$ cat config.mk
export PLATFORM = sky130hd
export DESIGN_NAME = auto_range_ctrl
export DESIGN_NICKNAME = d
export VERILOG_FILES = /design/src/rtl/auto_range_ctrl_pkg.sv /design/src/rtl/auto_range_ctrl_range_timer.sv /design/src/rtl/auto_range_ctrl.sv
export SDC_FILE = /design/constraint.sdc
export NUM_CORES = 1
export LEC_CHECK = 0
export ABC_AREA = 1
export BUFFER_PORTS_ARGS = -buffer_cell sky130_fd_sc_hd__buf_4
export CAP_MARGIN = 15
export CORE_MARGIN = 1
export CORE_UTILIZATION = 64
export DETAILED_ROUTE_END_ITERATION = 10
export GPL_TIMING_DRIVEN = 1
export PLACE_DENSITY_LB_ADDON = 0.08
export SLEW_MARGIN = 20
export SYNTH_ARGS = -nofsm -noshare
export SYNTH_HDL_FRONTEND = slang
export SYNTH_HIERARCHICAL = 1
export SYNTH_SLANG_ARGS = --single-unit
$ cat constraint.sdc
create_clock -name CLK_50 -period 3.4 [get_ports CLK_50]
set_input_delay 0.34 -clock CLK_50 [delete_from_list [all_inputs] [get_ports CLK_50]]
set_output_delay 0.34 -clock CLK_50 [all_outputs]
set_load 0.05 [all_outputs]
$ cat src/rtl/auto_range_ctrl_pkg.sv
// Shared types and constants for the auto-ranging sequencer.
package auto_range_ctrl_pkg;

  typedef enum logic [1:0] {MEAS, EVAL, SWITCH, SETTLE} state_e;

  // Range index end points (gate select / reference select)
  localparam logic [1:0] F_1S  = 2'd0;
  localparam logic [1:0] F_1MS = 2'd3;
  localparam logic [1:0] T_10K = 2'd0;
  localparam logic [1:0] T_10M = 2'd3;

  localparam int HYST_DEF       = 2;
  localparam int RST_CYC_DEF    = 4;
  localparam int SETTLE_CYC_DEF = 16;
  localparam int TIMEOUT_DEF    = 150_000_000;

  // Saturating +/-1 step on a 2-bit range index
  function automatic logic [1:0] sat_step(input logic [1:0] s, input logic inc);
    if (inc) return (s == 2'd3) ? s : s + 2'd1;
    else     return (s == 2'd0) ? s : s - 2'd1;
  endfunction

endpackage

$ cat src/rtl/auto_range_ctrl_range_timer.sv
// Loadable down-counter; done is high while enabled and the count has hit zero.
module range_timer #(
  parameter int             W    = 8,
  parameter logic [W-1:0]   INIT = '0
)(
  input  logic         clk_i,
  input  logic         rst_ni,
  input  logic         en_i,
  input  logic         load_i,
  input  logic [W-1:0] load_val_i,
  output logic         done_o
);

  logic [W-1:0] cnt_q;

  // Load has priority; otherwise count down and park at zero
  always_ff @(posedge clk_i or negedge rst_ni) begin
    if (!rst_ni)                     cnt_q <= INIT;
    else if (load_i)                 cnt_q <= load_val_i;
    else if (en_i && cnt_q != '0)    cnt_q <= cnt_q - W'(1);
  end

  assign done_o = en_i && (cnt_q == '0);

endmodule

$ cat src/rtl/auto_range_ctrl.sv
// Auto-ranging sequencer: steps gate/reference select on overflow or
// sustained under-range, then resets and settles the measurement chain.
module auto_range_ctrl
  import auto_range_ctrl_pkg::*;
#(
  parameter int HYST       = HYST_DEF,
  parameter int RST_CYC    = RST_CYC_DEF,
  parameter int SETTLE_CYC = SETTLE_CYC_DEF,
  parameter int TIMEOUT    = TIMEOUT_DEF
)(
  input  logic       CLK_50,
  input  logic       nRST,
  input  logic       measure_mode,
  input  logic       auto_en,
  input  logic [1:0] man_sel,
  input  logic       C_Store,
  input  logic       OF,
  input  logic       under_rng,
  output logic [1:0] F_sel,
  output logic [1:0] T_sel,
  output logic       range_change,
  output logic       ini_nRST,
  output logic       busy,
  output logic       no_sig
);

  localparam int TW = $clog2(TIMEOUT);
  localparam int HW = $clog2(HYST + 1);

  state_e        state_q, state_d;
  logic [1:0]    f_sel_q, f_sel_d, t_sel_q, t_sel_d, cur_sel, new_sel;
  logic [HW-1:0] hyst_q, hyst_d;
  logic          no_sig_q, no_sig_d, of_q, of_d, ur_q, ur_d;
  logic          cstore_q, mode_q, rc_q, ini_q, busy_q;
  logic          evt, toggle, man_pend, enter_sw;
  logic          tmo_load, tmo_done, ph_load, ph_done;
  logic [TW-1:0] ph_val;

  assign evt      = C_Store & ~cstore_q;
  assign toggle   = measure_mode ^ mode_q;
  // Registered mode selects the active index so a toggle never splits a cycle
  assign cur_sel  = mode_q ? t_sel_q : f_sel_q;
  assign man_pend = ~auto_en && (man_sel != cur_sel);

  // Timeout counter: runs only in MEAS, held reloaded elsewhere
  range_timer #(.W(TW), .INIT(TW'(TIMEOUT - 1))) u_tmo (
    .clk_i(CLK_50), .rst_ni(nRST), .en_i(state_q == MEAS),
    .load_i(tmo_load), .load_val_i(TW'(TIMEOUT - 1)), .done_o(tmo_done));

  // Phase counter shared by SWITCH (reset hold) and SETTLE
  range_timer #(.W(TW), .INIT('0)) u_phase (
    .clk_i(CLK_50), .rst_ni(nRST), .en_i(state_q == SWITCH || state_q == SETTLE),
    .load_i(ph_load), .load_val_i(ph_val), .done_o(ph_done));

  // Next-state, range selection, hysteresis and timer control
  always_comb begin
    state_d  = state_q;
    f_sel_d  = f_sel_q;
    t_sel_d  = t_sel_q;
    hyst_d   = hyst_q;
    no_sig_d = no_sig_q;
    of_d     = of_q;
    ur_d     = ur_q;
    tmo_load = 1'b0;
    ph_load  = 1'b0;
    ph_val   = TW'(RST_CYC - 1);
    new_sel  = cur_sel;
    unique case (state_q)
      MEAS: begin
        if (evt) begin
          of_d = OF; ur_d = under_rng; no_sig_d = 1'b0; tmo_load = 1'b1;
        end else if (tmo_done) begin
          no_sig_d = 1'b1; tmo_load = 1'b1;
        end
        if (man_pend) begin
          new_sel = man_sel; state_d = SWITCH;
        end else if (evt) begin
          state_d = EVAL;
        end
      end
      EVAL: begin
        tmo_load = 1'b1;
        if (!auto_en) begin
          if (man_pend) begin new_sel = man_sel; state_d = SWITCH; end
          else          state_d = MEAS;
        end else begin
          // Less sensitive = F up / T down; more sensitive is the reverse
          if (of_q) begin
            new_sel = sat_step(cur_sel, ~mode_q);
            hyst_d  = '0;
          end else if (ur_q) begin
            if (hyst_q == HW'(HYST - 1)) begin
              new_sel = sat_step(cur_sel, mode_q);
              hyst_d  = '0;
            end else begin
              hyst_d  = hyst_q + HW'(1);
            end
          end else begin
            hyst_d = '0;
          end
          state_d = (new_sel != cur_sel) ? SWITCH : MEAS;
        end
      end
      SWITCH: begin
        tmo_load = 1'b1;
        if (ph_done) begin
          state_d = SETTLE; ph_load = 1'b1; ph_val = TW'(SETTLE_CYC - 1);
        end
      end
      SETTLE: begin
        tmo_load = 1'b1;
        if (ph_done) state_d = MEAS;
      end
      default: state_d = MEAS;
    endcase
    if (mode_q) t_sel_d = new_sel;
    else        f_sel_d = new_sel;
    if (!auto_en) hyst_d = '0;
    // Mode change restarts the switch sequence and discards any event this cycle
    if (toggle) begin
      state_d  = SWITCH;
      f_sel_d  = f_sel_q;
      t_sel_d  = t_sel_q;
      hyst_d   = '0;
      tmo_load = 1'b1;
      if (evt) no_sig_d = no_sig_q;
    end
    enter_sw = (state_d == SWITCH) && ((state_q != SWITCH) || toggle);
    if (enter_sw) begin
      ph_load = 1'b1; ph_val = TW'(RST_CYC - 1);
    end
  end

  // State and registered outputs (outputs track the next state, so they are glitch-free)
  always_ff @(posedge CLK_50 or negedge nRST) begin
    if (!nRST) begin
      state_q  <= MEAS;
      f_sel_q  <= F_1S;
      t_sel_q  <= T_10M;
      hyst_q   <= '0;
      no_sig_q <= 1'b0;
      of_q     <= 1'b0;
      ur_q     <= 1'b0;
      cstore_q <= 1'b0;
      mode_q   <= 1'b0;
      rc_q     <= 1'b0;
      ini_q    <= 1'b1;
      busy_q   <= 1'b0;
    end else begin
      state_q  <= state_d;
      f_sel_q  <= f_sel_d;
      t_sel_q  <= t_sel_d;
      hyst_q   <= hyst_d;
      no_sig_q <= no_sig_d;
      of_q     <= of_d;
      ur_q     <= ur_d;
      cstore_q <= C_Store;
      mode_q   <= measure_mode;
      rc_q     <= enter_sw;
      ini_q    <= (state_d != SWITCH);
      busy_q   <= (state_d == SWITCH) || (state_d == SETTLE);
    end
  end

  assign F_sel        = f_sel_q;
  assign T_sel        = t_sel_q;
  assign range_change = rc_q;
  assign ini_nRST     = ini_q;
  assign busy         = busy_q;
  assign no_sig       = no_sig_q;

endmodule

## Yosys cells after proc, flatten, opt, wreduce, memory -nomap -nowiden

Cells that the tools add are included.

- Output and inout port bits: 8
- Input port bits: 9
- Register bits: 72
- Logic and storage cells: 106

- Bitwise operators: 6
- Add/sub/neg operators: 5
- Equality and inequality tests: 13
- Mux-type cells: 47
- Reductions and logical operators: 21

Operators with widths:

| cell | number |
|---|---|
| 28-bit two-way mux | 5 |
| 28-bit logical NOT | 2 |
| 28-bit nonzero test | 2 |
| 28-bit by 1-bit subtractor with 28-bit output (second input constant) | 2 |
| 2-bit two-way mux | 26 |
| 1-bit two-way mux | 11 |
| 2-bit == test (second input constant) | 5 |
| 4-bit two-way mux | 2 |
| 2-bit case mux with 4 select lines | 1 |
| 1-bit logical AND | 6 |
| 2-bit inequality test (second input constant) | 3 |
| 2-bit AND reduction | 3 |
| 2-bit by 1-bit adder with 2-bit output (second input constant) | 2 |
| 2-bit by 1-bit == test with 1-bit output (second input constant) | 2 |
| 2-bit logical NOT | 2 |
| 2-bit inequality test | 2 |
| 1-bit NOT | 4 |
| 2-bit case mux with 2 select lines | 1 |
| 2-bit nonzero test | 2 |
| 1-bit logical OR | 3 |
| 3-bit by 1-bit inequality test with 1-bit output (second input constant) | 1 |
| 3-bit OR reduction | 1 |
| 1-bit case mux with 2 select lines | 1 |
| 2-bit by 1-bit subtractor with 2-bit output (second input constant) | 1 |
| other kinds (2) | 2 |

## Depth between registers and ports, before layout

Gate-level depths: netlist of run 1.

- Word-level depth: 18
- Mapped depth: 21
- Depth with buffers taken out: 19

## Modules after synthesis

Netlist of run 1, hierarchy kept.

Modules (own cells, without submodules):

| module | cells each | instances | sequential area each (sq um) | area an instance (sq um) |
|---|---|---|---|---|
| range_timer (u_phase) | 373 | 1 | 700.7 | 2,316.0 |
| range_timer (u_tmo) | 377 | 1 | 720.7 | 2,247.2 |
| auto_range_ctrl | 143 | 1 | 404.1 | 1,039.7 |

## Worst setup path before layout of run 1

OpenSTA, ideal clock, no wires.

- Path kind: register to register
- From: register u_phase.cnt_q[0]
- To: register u_phase.cnt_q[8]
- Period minus slack after synthesis: 2.645 ns
- Arrival: 2.528 ns
- Stages on the path, launching flop included: 20
- Required time: 3.282 ns
- Path slack: 0.755 ns
- Buffers on the path: 2
- Setup time: 0.118 ns
- Cells stage by stage: dfrtp_1 -> inv_1 -> ha_1 -> nand2_1 -> nor2_1 -> nand3_1 -> nor3_1 -> inv_1 -> nand3_1 -> nand2_1 -> o21ai_2 -> nand3_2 -> nand2_1 -> clkbuf_1 -> inv_1 -> buf_2 -> o21ai_0 -> nand2_1 -> nand2_1 -> o21ai_2

- Word-level cells in the longest chain between the ends: 9
- Elaborated cells between the ends (all ways): 17
- Classes of those cells: add/sub: 1; eq/ne: 1; mux: 9; reduce/logical: 6

RTL lines:

| element | line | RTL |
|---|---|---|
| from (decl) | auto_range_ctrl_range_timer.sv:14 | `logic [W-1:0] cnt_q;` |
| from (signal assigned) | auto_range_ctrl_range_timer.sv:19 | `else if (load_i) cnt_q <= load_val_i;` |
| from (signal assigned) | auto_range_ctrl_range_timer.sv:20 | `else if (en_i && cnt_q != '0) cnt_q <= cnt_q - W'(1);` |
| 28-bit logical NOT (*) | auto_range_ctrl_range_timer.sv:23 | `assign done_o = en_i && (cnt_q == '0);` |
| 1-bit logical AND (*) | auto_range_ctrl_range_timer.sv:23 |  |
| named net ph_done | auto_range_ctrl.sv:36 | `logic tmo_load, tmo_done, ph_load, ph_done;` |
| 2-bit two-way mux, on equally long branches | auto_range_ctrl.sv:112, auto_range_ctrl.sv:106 |  |
| 2-bit case mux with 4 select lines | auto_range_ctrl.sv:68 | `unique case (state_q)` |
| 2-bit two-way mux | auto_range_ctrl.sv:120 | `if (toggle) begin` |
| 2-bit == test | auto_range_ctrl.sv:128 | `enter_sw = (state_d == SWITCH) && ((state_q != SWITCH) \|\| toggle);` |
| 1-bit logical AND | auto_range_ctrl.sv:128 |  |
| 1-bit two-way mux (*) | auto_range_ctrl.sv:129 | `if (enter_sw) begin` |
| named net ph_load | auto_range_ctrl.sv:36 |  |
| 28-bit two-way mux or 2-bit nonzero test (tied branches) | -- |  |

Mark *: on every way through the listed nets, which the timed path passes. The rest lies on a longest branch. The select of a mux whose other input is x is not followed.
A chain may end at the register's enable or synchronous reset.

## Worst setup path after layout of run 1

- From: register u_phase.cnt_q[0]
- To: register u_phase.cnt_q[13]

The elaborated chain is that of the path after synthesis.

==> flow_metrics.tcl, run 1 <==
set metrics [dict create \
    path_buf_inv 4 \
    powerDensity_nw_per_um2 400 \
    dieArea_um2 9130 \
    antenna_found_initial 0 \
    die_width_um 95.6 \
    fin_setup_tns_ns 0 \
    cts_hold_buf 0 \
    grt_max_degree 73 \
    start_util_pct 67.2 \
    timing.final.crit_share_pct 89.7 \
    maxSlewHeadroom_pct 36.6 \
    grt_overflow 0 \
    cap_violations 0 \
    crit_path_max_incr_delay_ns 0.38 \
    cp-start-kind "flip-flop" \
    area_growth_pct 10.5 \
    drc 0 \
    yosys_warnings 6 \
    final_cell_area_um2 6190 \
    cp_max_fo 14 \
    arrival_ns 3.29 \
    hold_path_class "primary input to asynchronous set/reset pin" \
    numCtsBuffers 9 \
    wl_per_cell_um 13.1 \
    ys_seq_elements 72 \
    via_count 5711 \
    finalHoldViolCount 0 \
    synthDistinctLibCells 38 \
    synth_area_um2 5600 \
    drive_above_1_share_pct 12.5 \
    final_nets 968 \
    required_ns 3.64 \
    grt_pass1_wl_um 23600 \
    holdWs_ns 0.0733 \
    hpwl_um 10000 \
    gp_routability_congestion 0.891 \
    place_area_um2 5950 \
    stdcell_count 1063 \
    cts_tree "built" \
    slowest_stage "dfrtp_1" \
    ant_nets 0 \
    worst_clock_skew_ns 0.0118 \
    cts.sinks 72 \
    cts-root-buf "clkbuf_8" \
    syn_inst 893 \
    htreeDepth 3 \
    fin_crit_ns 3.05 \
    place_inst 1047 \
    rows 33 \
    worstSetupEndpointType "flip-flop" \
    ys_seq_area_share_pct 32.6 \
    drtIter0Drc 383 \
    crit_family "simple AND/OR/NAND/NOR gates" \
    crit_chain "inv_1, ha_1, nand2_1, nor2_1, nand3_1, nor3_1, inv_1, nand3_1, nand2_1, o21ai_2, nand3_2, nand2_1, clkinvlp_4, buf_4, nand3_1, nand2_1, nand2_2, o21ai_2" \
    rsz0062_at_grt "false" \
    post_cts_buffers 0 \
    grt_pass1_vias 5334 \
    die_y_um 95.6 \
    wl_um 13900 \
    cts.reportedPaths.clkPinSlew_ns 0.08 \
    outcome "finished, final reports clean" \
    grt_usage_pct 32.8 \
    cpMostUsedCell "nand2_1" \
    core_area_um2 8340 \
    ios 17 \
    drv_slew 0 \
    fmax_mhz 328 \
    max_slew.worst_pin.slew_ns 0.951 \
    port_buffers 16 \
    peakVddDrop_uv 281 \
    clk_latency_ns 0.35 \
    cts_resized 0 \
    p_leak_nw 3.24 \
    firstDrtPassIters 5 \
    n_antenna_cell 0 \
    clockBufferDepth 2 \
    syn_avg_cell_area_um2 6.27 \
    viasPerCell 5.37 \
    setup_viol_count_final 0 \
    crit_type "flip-flop to flip-flop" \
]
[stage by stage]
step | power, mW | util, % | setup slack [ns]
5_1_grt | 2.62 | 74.2 | 0.0325
6_report | 2.47 | 74.2 | 0.349
3_5_place_dp | 1.72 | 71.4 | 0.0785
4_1_cts | 2.47 | 74.0 | 0.0367
2_1_floorplan | 1.55 | - | 0.755
3_3_place_gp | 1.69 | 71.3 | 0.338
[cell type report]
type / count / area [um2]
clock buffer: 12 / 165
clock inverter: 4 / 51.3
fill: 717 / 2150
inverter: 96 / 369
multi-input combinational: 753 / 3490
sequential: 72 / 1830
tap: 105 / 131
timing repair buffer: 21 / 158
[kinds of logic after synthesis]
kind of cell	synth area share, %
xor+xnor	1.25
simple gates	47.0
buf+inv	8.98
compound gates	8.75
flops	32.6
fa+ha+maj	1.34
other cells	0.134
[Yosys cell counts (all sizes together)]
library cell / instances / area (um2)
inv: 96 / 365
dfrtp: 53 / 1330
conb: 2 / 7.51
a211oi: 1 / 12.5
ha: 6 / 75.1
clkbuf: 12 / 45.0
or2: 3 / 18.8
o211ai: 2 / 15.0
nand3: 102 / 521
xor2: 6 / 52.6
dfstp: 19 / 499
nand3b: 3 / 22.5
nor3: 6 / 30.0
o21ai: 58 / 380
a31oi: 2 / 12.5
o22ai: 1 / 6.26
nand2: 361 / 1420
xnor2: 2 / 17.5
nand4: 15 / 93.8
nor2: 117 / 518
buf: 12 / 92.6
and2: 2 / 12.5
a21oi: 12 / 63.8
[sequential cells by signal (all words and copies together) (netlist names)]
signal,flops
F_sel,2
ur_q,1
ini_nRST,1
hyst_q,2
state_q,2
T_sel,2
of_q,1
u_tmo/cnt_q,28
busy,1
u_phase/cnt_q,28
no_sig,1
range_change,1
mode_q,1
cstore_q,1
[worst register-to-register path: cells and delay by family, from the launching register on]
kind	cells	cell delay [ns]
AOI/OAI and AO/OA	2	0.28
adders and majority gates	1	0.18
buffers and inverters	4	0.86
DFF	1	0.38
and+or+nand+nor	11	1.24
[final timing paths]
kind | slack [ns] | start | to | cells after the start
max in group asynchronous | 2.64 | nRST | u_phase/cnt_q[21]$_DFFE_PN0P_ | 1
hold / removal | 0.07 | nRST | of_q$_DFFE_PN0P_ | 1
min in group CLK_50 | 0.10 | C_Store | cstore_q$_DFF_PN0_ | 1
setup reg to reg | 0.35 | u_phase/cnt_q[0]$_DFFE_PN0P_ | u_phase/cnt_q[13]$_DFFE_PN0P_ | 18
setup / recovery | 0.35 | u_phase/cnt_q[0]$_DFFE_PN0P_ | u_phase/cnt_q[13]$_DFFE_PN0P_ | 18
hold reg to reg | 0.50 | u_tmo/cnt_q[5]$_DFFE_PN1P_ | u_tmo/cnt_q[5]$_DFFE_PN1P_ | 2
[report_power, final]
group          total (mW)  switching [mW]  internal [mW]
logic               0.651           0.440          0.210
registers            1.07           0.118          0.957
clock network       0.747           0.347          0.400
[per-layer routing]
| layer | vias up | wire (um) | track usage (%) |
|---|---|---|---|
| li1 | 2878 | - | - |
| met3 | 23 | 800 | 4.94 |
| met1 | 2623 | 6280 | 43.2 |
| met2 | 187 | 6610 | 55.8 |
| met5 | - | 0 | 0 |
| met4 | 0 | 199 | 9.08 |
[cells in the final DEF, fill, tap and decap left out, types with 3 or more instances in the layout]
| cell type | synthesis | layout |
|---|---|---|
| nand3_1 | 100 | 100 |
| o21ai_0 | 29 | 29 |
| o21ai_1 | 7 | 7 |
| nor3_1 | 6 | 4 |
| xor2_1 | 6 | 6 |
| o21ai_2 | 21 | 21 |
| nor2_2 | 4 | 4 |
| nand4_1 | 15 | 15 |
| dfstp_2 | 19 | 19 |
| clkbuf_8 | 0 | 12 |
| nor2_4 | 7 | 7 |
| inv_2 | 5 | 5 |
| conb_1 | 2 | 54 |
| nor2_1 | 105 | 105 |
| nand2_2 | 9 | 9 |
| a21oi_1 | 11 | 11 |
| nand2_4 | 5 | 4 |
| or2_2 | 3 | 3 |
| nand3b_1 | 3 | 3 |
| nand2_1 | 347 | 347 |
| inv_1 | 90 | 89 |
| buf_4 | 1 | 21 |
| dfrtp_1 | 53 | 53 |
| ha_1 | 6 | 6 |
(Power assumes the default switching activity.)
==> run 2, diff against run 1 <==
--- a/config.mk
+++ b/config.mk
@@ -5,14 +5,14 @@
 export SDC_FILE = /design/constraint.sdc
 export NUM_CORES = 1
 export LEC_CHECK = 0
-export ABC_AREA = 1
 export BUFFER_PORTS_ARGS = -buffer_cell sky130_fd_sc_hd__buf_4
 export CAP_MARGIN = 15
 export CORE_MARGIN = 1
-export CORE_UTILIZATION = 64
+export CORE_UTILIZATION = 63
+export CTS_CLUSTER_DIAMETER = 100
 export DETAILED_ROUTE_END_ITERATION = 10
 export GPL_TIMING_DRIVEN = 1
-export PLACE_DENSITY_LB_ADDON = 0.08
+export PLACE_DENSITY = 0.82
 export SLEW_MARGIN = 20
 export SYNTH_ARGS = -nofsm -noshare
 export SYNTH_HDL_FRONTEND = slang
==> run 2 against run 1 <==
Effect of this change:
- register-to-register slack got worse by 0.16 ns
- worst hold slack improved by 0.040 ns
- synthesized cell count shrank 42%
- clock skew decreased by 0.0023 ns
- routed wire length shrank 23%
- power down 2.5%
- first-iteration DRC count fell by 37%
- critical path type unchanged
- highest routed layer unchanged
==> flow_metrics.tcl, run 2 <==
set metrics [dict create \
    antenna_found_initial 0 \
    final_nets 618 \
    switching_share_pct 32.1 \
    hold_depth 1 \
    final_common_cell "nand2_1" \
    hpwl_um 7330 \
    clk_latency_ns 0.35 \
    reg2reg_slack_ns 0.19 \
    cap_violations 0 \
    synth.area.top_cells "dfrtp_1 (28%), dfstp_2 (10%), nand2_1 (4.5%)" \
    hold_path_class "primary input to flip-flop" \
    crit_chain "inv_2, ha_1, nor2b_2, nand4_4, nor3_4, and2_1, o21ai_0, or2b_2, a2111oi_4, nor3_2, nand2b_4, buf_6, or4_1, nand3_1" \
    syn_avg_cell_area_um2 9.20 \
    clockBufferDepth 2 \
    ant_nets 0 \
    yosysTopAreaCellShare_pct 27.7 \
    fmax_mhz 312 \
    pwr-share-comb_pct 22.9 \
    cts.sinks 72 \
    finalHoldViolCount 0 \
    port_buffers 16 \
    synth_ff_type "dfrtp_1" \
    via_count 4215 \
    timing.final.crit_share_pct 94.4 \
    setup_viol_count_final 0 \
    crit_path_max_incr_delay_ns 0.53 \
    place_inst 691 \
    n_antenna_cell 0 \
    yosys.area.top_type "dfrtp_1" \
    rows 31 \
    drtIter0Drc 240 \
    cp-start-kind "flip-flop" \
    yosys.cell_count.top_type "nand2_1" \
    grt_max_degree 73 \
    multi_input_area_um2 3030 \
    htreeDepth 3 \
    cp_max_fo 21 \
    synth_area_um2 4790 \
    slowest_stage "or4_1" \
    p_int_mw 1.64 \
    viasPerCell 5.96 \
    power.switching_uw 774 \
    firstDrtPassIters 5 \
    p_leak_nw 2.23 \
    reg_top3 "u_phase/cnt_q: 28 flops, u_tmo/cnt_q: 28 flops" \
    place_ws_ns 0.0138 \
    place_area_um2 5330 \
    wl_per_cell_um 15.0 \
    power.share.sequential_pct 45.7 \
    die_width_um 89.2 \
    seq_area_um2 1830 \
    fin_crit_ns 3.21 \
    synth_commonest_cells "nand2_1 (58), dfrtp_1 (53), nor2_1 (40)" \
    crit_type "flip-flop to flip-flop" \
    hold_path.startpoint "C_Store" \
    required_ns 3.68 \
    path_buf_inv 2 \
    drv_slew 0 \
    core_area_um2 7290 \
    drc 0 \
    grt_pass1_wl_um 17700 \
    arrival_ns 3.49 \
    dieArea_um2 7960 \
    grt_pass1_vias 3976 \
    r2r-end "u_phase/cnt_q[22]$_DFFE_PN0P_" \
    die_y_um 89.2 \
    ys_seq_area_share_pct 38.1 \
    postSynth.asyncResetShare_pct 100 \
    grt_usage_pct 28.7 \
    peakVddDrop_uv 268 \
    nFillCells 526 \
    final_cell_area_um2 5570 \
    maxSlewHeadroom_pct 39.7 \
    max_slew.worst_pin.slew_ns 0.905 \
    min_delay_worst_endpoint "cstore_q$_DFF_PN0_" \
    r2r-start "u_phase/cnt_q[0]$_DFFE_PN0P_" \
    cts-root-buf "clkbuf_8" \
    synthDistinctLibCells 87 \
    numCtsBuffers 9 \
    synth_edf_count 0 \
    setup_ws_ns 0.190 \
    worst_clock_skew_ns 0.00950 \
    stdcell_count 707 \
    final_cell_mix "nand2_1 (58), conb_1 (54), dfrtp_1 (52)" \
    ys_seq_elements 72 \
    powerDensity_nw_per_um2 433 \
    cts_tree "built" \
    drive_above_1_share_pct 22.2 \
    r2r_cells 14 \
    cts_hold_buf 0 \
    holdWs_ns 0.113 \
    outcome "finished, final reports clean" \
    gp_routability_congestion 0.849 \
    start_util_pct 65.7 \
    crit_family "simple AND/OR/NAND/NOR gates" \
    grt_overflow 0 \
    area_growth_pct 16.2 \
    clkPwrFrac_pct 31.4 \
    syn_inst 521 \
    cts.reportedPaths.clkPinSlew_ns 0.08 \
    yosys_warnings 6 \
    worstSetupEndpointType "flip-flop" \
    ios 17 \
    post_cts_buffers 0 \
    wl_um 10600 \
]
## run 2: metrics by stage
step	setup TNS, ns	total power, mW	util (%)
global route	-0.00637	2.53	76.3
CTS	0	2.41	76.1
finish	0	2.41	76.3
floorplan	0	1.47	-
detailed placement	0	1.65	73.0
global placement	0	1.62	73.0
## run 2: cell type report
cell class	count	area share (%)
Clock buffer	13	2.67
Timing Repair Buffer	40	5.46
Multi-Input combinational cell	463	54.5
Inverter	17	1.15
Sequential cell	72	32.8
Clock inverter	3	1.17
Tap cell	99	2.23
## run 2: cell families after synthesis
| family | count (synthesis) | synth area share, % |
|---|---|---|
| muxes | 14 | 3.26 |
| adders and majority gates | 6 | 1.57 |
| and+or+nand+nor | 246 | 29.7 |
| buffers and inverters | 38 | 3.71 |
| DFF | 72 | 38.1 |
| xor gates and xnor gates | 24 | 4.39 |
| other | 2 | 0.157 |
| AOI/OAI and AO/OA | 119 | 19.1 |
## run 2: repair_timing
action | CTS | global route
gates cloned | 0 | 0
pin swaps | 0 | 3
gates resized for setup | 2 | 7
endpoints found under the setup margin | 5 | 18
## run 2: power by group through the flow
stage               logic, mW  registers (mW)  clock network, mW
finish                  0.553            1.10              0.757
global route            0.613            1.12              0.803
CTS                     0.545            1.10              0.773
detailed placement      0.538            1.11                  0
global placement        0.517            1.10                  0
floorplan               0.348            1.12                  0
## run 2: worst max-delay path by stage
stage,to,startpoint,cells past startpoint
final,u_phase/cnt_q[22]$_DFFE_PN0P_,u_phase/cnt_q[0]$_DFFE_PN0P_,14
after global routing,u_phase/cnt_q[4]$_DFFE_PN0P_,u_phase/cnt_q[1]$_DFFE_PN0P_,16
after CTS,u_phase/cnt_q[6]$_DFFE_PN0P_,u_phase/cnt_q[0]$_DFFE_PN0P_,14
after detailed placement,u_phase/cnt_q[21]$_DFFE_PN0P_,u_phase/cnt_q[0]$_DFFE_PN0P_,14
after global placement,u_phase/cnt_q[22]$_DFFE_PN0P_,u_phase/cnt_q[0]$_DFFE_PN0P_,14
after floorplan,u_phase/cnt_q[4]$_DFFE_PN0P_,u_phase/cnt_q[0]$_DFFE_PN0P_,14
## run 2: metal layers
| layer | share of wire (%) | track usage, % |
|---|---|---|
| met5 | 0 | 0 |
| met3 | 4.2 | 6.09 |
| met1 | 44 | 35.2 |
| met4 | 1.7 | 9.67 |
| met2 | 50 | 50.2 |
